`src/rtl/serial_adder_subtractor.sv`:
```
// Bit-serial two's-complement adder/subtractor: one full-adder slice, LSB first, start/done handshake.
// Define SERIAL_ADDSUB_SAT_EN to unsigned-saturate the result; undefined, the result wraps.
module serial_adder_subtractor #(
  parameter int WIDTH = 8
) (
  input  logic             clk,
  input  logic             rst,
  input  logic             start,
  input  logic             sub,
  input  logic [WIDTH-1:0] a,
  input  logic [WIDTH-1:0] b,
  output logic             busy,
  output logic             done,
  output logic [WIDTH-1:0] result,
  output logic             carry_out,
  output logic             overflow
);

  typedef enum logic [1:0] {IDLE, RUN, DONE} state_t;

  state_t           state;
  logic [WIDTH-1:0] op_a;
  logic [WIDTH-1:0] op_b;
  logic [WIDTH-1:0] acc;
  logic [WIDTH-1:0] acc_next;
  logic [WIDTH-1:0] final_result;
  logic [5:0]       idx;
  logic             sub_q;
  logic             carry;
  logic             b_eff;
  logic             sum_bit;
  logic             carry_next;
  logic             last;

  assign last = (idx == 6'(WIDTH - 1));

  // Single full-adder slice; the partial sum enters the shift register at the MSB.
  always_comb begin
    // NOTE: every always_comb output gets a default first so no latch can be inferred.
    b_eff        = op_b[0] ^ sub_q;
    sum_bit      = op_a[0] ^ b_eff ^ carry;
    carry_next   = (op_a[0] & b_eff) | (op_a[0] & carry) | (b_eff & carry);
    acc_next     = acc >> 1;
    acc_next[WIDTH-1] = sum_bit;
    final_result = acc_next;
`ifdef SERIAL_ADDSUB_SAT_EN
    if (!sub_q && carry_next)
      final_result = '1;
    else if (sub_q && !carry_next)
      final_result = '0;
`endif
  end

  // NOTE: sequential state uses non-blocking assignments only, so every flop samples pre-edge values.
  always_ff @(posedge clk or posedge rst) begin
    if (rst) begin
      state     <= IDLE;
      op_a      <= '0;
      op_b      <= '0;
      acc       <= '0;
      idx       <= '0;
      sub_q     <= 1'b0;
      carry     <= 1'b0;
      busy      <= 1'b0;
      done      <= 1'b0;
      result    <= '0;
      carry_out <= 1'b0;
      overflow  <= 1'b0;
    end else begin
      done <= 1'b0;
      case (state)
        IDLE, DONE: begin
          if (start) begin
            op_a  <= a;
            op_b  <= b;
            sub_q <= sub;
            carry <= sub;
            idx   <= '0;
            busy  <= 1'b1;
            state <= RUN;
          end else begin
            state <= IDLE;
          end
        end
        RUN: begin
          op_a  <= op_a >> 1;
          op_b  <= op_b >> 1;
          carry <= carry_next;
          acc   <= acc_next;
          idx   <= idx + 6'd1;
          if (last) begin
            // carry still holds the carry into the MSB here
            result    <= final_result;
            carry_out <= carry_next;
            overflow  <= carry ^ carry_next;
            busy      <= 1'b0;
            done      <= 1'b1;
            state     <= DONE;
          end
        end
        default: state <= IDLE;
      endcase
    end
  end

endmodule

```
`config.mk`:
```
export PLATFORM = sky130hd
export DESIGN_NAME = serial_adder_subtractor
export DESIGN_NICKNAME = d
export VERILOG_FILES = /design/src/rtl/serial_adder_subtractor.sv
export SDC_FILE = /design/constraint.sdc
export NUM_CORES = 1
export LEC_CHECK = 0
export ABC_AREA = 1
export ABC_CLOCK_PERIOD_IN_PS = 1800
export CORE_MARGIN = 5
export CORE_UTILIZATION = 55
export CTS_BUF_LIST = sky130_fd_sc_hd__clkbuf_2
export CTS_CLUSTER_SIZE = 40
export DETAILED_ROUTE_END_ITERATION = 10
export GPL_ROUTABILITY_DRIVEN = 0
export HOLD_SLACK_MARGIN = 0.15
export PLACE_DENSITY = 0.82
export SYNTH_ARGS = -nofsm -noshare
export SYNTH_HDL_FRONTEND = slang
export SYNTH_SLANG_ARGS = --single-unit
export TNS_END_PERCENT = 5
```
`constraint.sdc`:
```
create_clock -name clk -period 1.8 [get_ports clk]
set_input_delay 0.45 -clock clk [delete_from_list [all_inputs] [get_ports clk]]
set_output_delay 0.45 -clock clk [all_outputs]
set_load 0.02 [all_outputs]
```
==> metrics.csv <==
stage,metric,value,unit
sta,drv_slew,0,
logic_synthesis,synth_top_family_by_area,simple AND/OR/NAND/NOR gates,
drt,wire_per_inst,11.5,um
cells_and_area,utilization,68.4,%
global_routing,grt_pass1_vias,1349,
cts,cts_tree,yes,
logic_synthesis,async_flop_share,100,%
cts,clock_sinks,45,
critical_path,cp_max_fo,2,
sta,maxSlewHeadroom,78.5,%
sta,post-route-min-period,1.60,ns
floorplanning,row_count,21,
critical_path,path_buf_inv,1,
logic_synthesis,syn-num-nets,235,
cts,path_clk_slew,0.20,ns
logic_synthesis,synth_seq_area_share,57.5,%
job,cap_viol_max_count,0,
drt,via_count,1435,
cts,tritoncts.num_buffers,5,
sta,setup_viol,0,
logic_synthesis,synth_xor_area_share,0.894,%
sta,hold_viol,0,
drt,drc,0,
logic_synthesis,yosys_warnings,0,
critical_path,crit_chain,dlygate4sd2_1,
cts,h-tree-depth,2,
critical_path,crit_arrival,1.15,ns
power_and_ir_drop,p_leak,1.18,nW
floorplanning,die_area,4860,um2
critical_path,crit_family,flip-flops,
logic_synthesis,ys_types,28,
cts,clockBufferDepth,2,
critical_path,worstPathRequired,1.35,ns
sta,clock.fmax,623,MHz
global_routing,gr-total-overflow,0,
place,port_buffers,31,
logic_synthesis,synthCells,213,
cells_and_area,antenna_cells,0,
drt,drtAntennaViolNets,0,
floorplanning,die_y,69.7,um
cells_and_area,fillerInstances,294,
place,hpwlAfterDp,2.41,mm
cells_and_area,syn2layout_area_growth,18.3,%
logic_synthesis,ys_ff_latch,45,
power_and_ir_drop,power_density,1340,nW/um2
cells_and_area,drive_gt1_share,11.3,%
logic_synthesis,postSynthAreaPerCell,9.20,um2
floorplanning,pin_count,32,
sta,tightest_slew,0.321,ns
logic_synthesis,synthSimpleGateAreaFrac,24.5,%
sta,tns,0,ns
global_routing,grt_pass1_wl,5.79,mm
drt,routed_wl,3.38,mm
critical_path,critPathKind,flop to output port,
logic_synthesis,synth_compound_area_share,8.56,%
cts,hold_buffers,0,
sta,fin_skew,0.0205,ns
logic_synthesis,synth_area,1960,um2
sta,rsz0062_at_grt,false,
logic_synthesis,synthAdderAreaFrac,1.66,%
drt,vias_per_cell,4.90,
cells_and_area,layout.nets,269,
critical_path,crit_path_end_kind,output port,
floorplanning,start_util,57.8,%
cts,cts_root_buffer,clkbuf_2,
min_path,hp-class,input pin to asynchronous set/reset pin,
global_routing,grt_use_total,14.9,%
logic_synthesis,synth-main-ff-cell,dfrtp_1,
global_routing,antenna_found_initial,0,
sta,fin_hold_ws,0.361,ns
critical_path,slowest_stage,dfrtp_1,
critical_path,cpPeakStageDelay,0.44,ns
status,status,finished clean,
sta,period_share,89.2,%
logic_synthesis,synth_mux_area_share,0,%
floorplanning,core-area,3390,um2
power_and_ir_drop,peakVddDrop,0.624,mV
drt,first_iter_violations,81,
critical_path,start_kind,flop,
drt,drt-pass1-iter-count,4,
global_routing,grt_max_degree,46,
floorplanning,die_x,69.7,um
cts,clk_latency,0.39,ns
logic_synthesis,synth_edf_count,0,
sequential cells by signal, indices dropped and copies added, names as in the netlist, 2 cells and up:
signal / count
op_a: 8
op_b: 8
result: 8
acc: 7
idx: 6
state: 2
final timing paths:
check / slack, ns / startpoint / end / depth (start not counted)
worst max-delay path: 0.20 / busy / busy / 1
worst min-delay path: 0.36 / rst / result[5] / 3
worst max register to register: 0.31 / sub_q / carry / 4
worst min register to register: 0.50 / op_a[7] / op_a[7] / 2
max in group asynchronous: 1.22 / rst / op_b[7] / 3
min in group clk: 0.50 / op_a[7] / op_a[7] / 2
through the flow:
| stage | power [W] | instances | setup WS (ns) | instance area (um2) |
|---|---|---|---|---|
| after global routing | 0.00336 | 293 | 0.123 | 2320 |
| after global placement | 0.00272 | 286 | 0.209 | 2300 |
| after CTS | 0.00314 | 293 | 0.174 | 2320 |
| after detailed placement | 0.00279 | 286 | 0.177 | 2300 |
| after floorplan | 0.00249 | 213 | 0.291 | 1960 |
| final | 0.00310 | 293 | 0.195 | 2320 |
per-layer routing:
layer	GRT usage [%]	wire (um)
met1	18.1	1480
met2	24.9	1640
met3	4.93	209
met4	5.11	49
met5	0	0
tightest hold or removal path, stage by stage:
cell and delay [ns]:
clkdlybuf4s50_1 0.40, clkinv_1 0.07, buf_12 0.24
kinds of logic (layout without fill, tap and decap cells):
family                   Yosys count  in the layout
AO/OA/AOI/OAI                     25             25
XOR/XNOR                           2              2
adder cells (fa/ha/maj)            2              2
buffers and inverters             25             59
flip-flops                        45             45
AND/OR/NAND/NOR                  114            114
cells in the mapped netlist (2+ instances only):
master,n,area share [%]
nand2_1,86,16
dfrtp_1,45,57
inv_1,15,2.9
nand3_1,15,3.8
o21ai_0,9,2.3
o21ai_2,9,4.0
nor2_1,5,0.96
o21ai_1,3,0.77
buf_2,2,0.51
buf_4,2,0.77
buf_6,2,1.1
inv_2,2,0.38
nand2_2,2,0.64
o211ai_1,2,0.77
cells in the final DEF, fill, tap and decap left out, types with 3 or more instances in the layout:
cell type,count
clkbuf_2,6
clkdlybuf4s50_1,19
dfrtp_1,45
dlygate4sd2_1,12
inv_1,14
nand2_1,86
nand3_1,15
nor2_1,5
o21ai_0,9
o21ai_1,3
o21ai_2,9
layout make-up:
| cell class | instances | area [um2] | area share, % |
|---|---|---|---|
| clock buffers | 6 | 30.0 | 1.30 |
| inverters | 18 | 72.6 | 3.13 |
| well taps | 46 | 57.6 | 2.48 |
| clock inverters | 1 | 3.75 | 0.162 |
| flip-flops and latches | 45 | 1130 | 48.6 |
| multi-input cells | 143 | 698 | 30.1 |
| repair buffers | 34 | 330 | 14.2 |
report_power, final:
part / internal [W] / switching [W]
Sequential: 0.00132 / 0.000179
Combinational: 0.000452 / 0.000767
Clock: 0.0000907 / 0.000289
Total: 0.00186 / 0.00123
what timing repair did:
action / in CTS / in global routing
gates resized for setup: 12 / 0
buffers inserted: 0 / 0
endpoints found under the setup margin: 12 / 0
(Power assumes the default switching activity.)
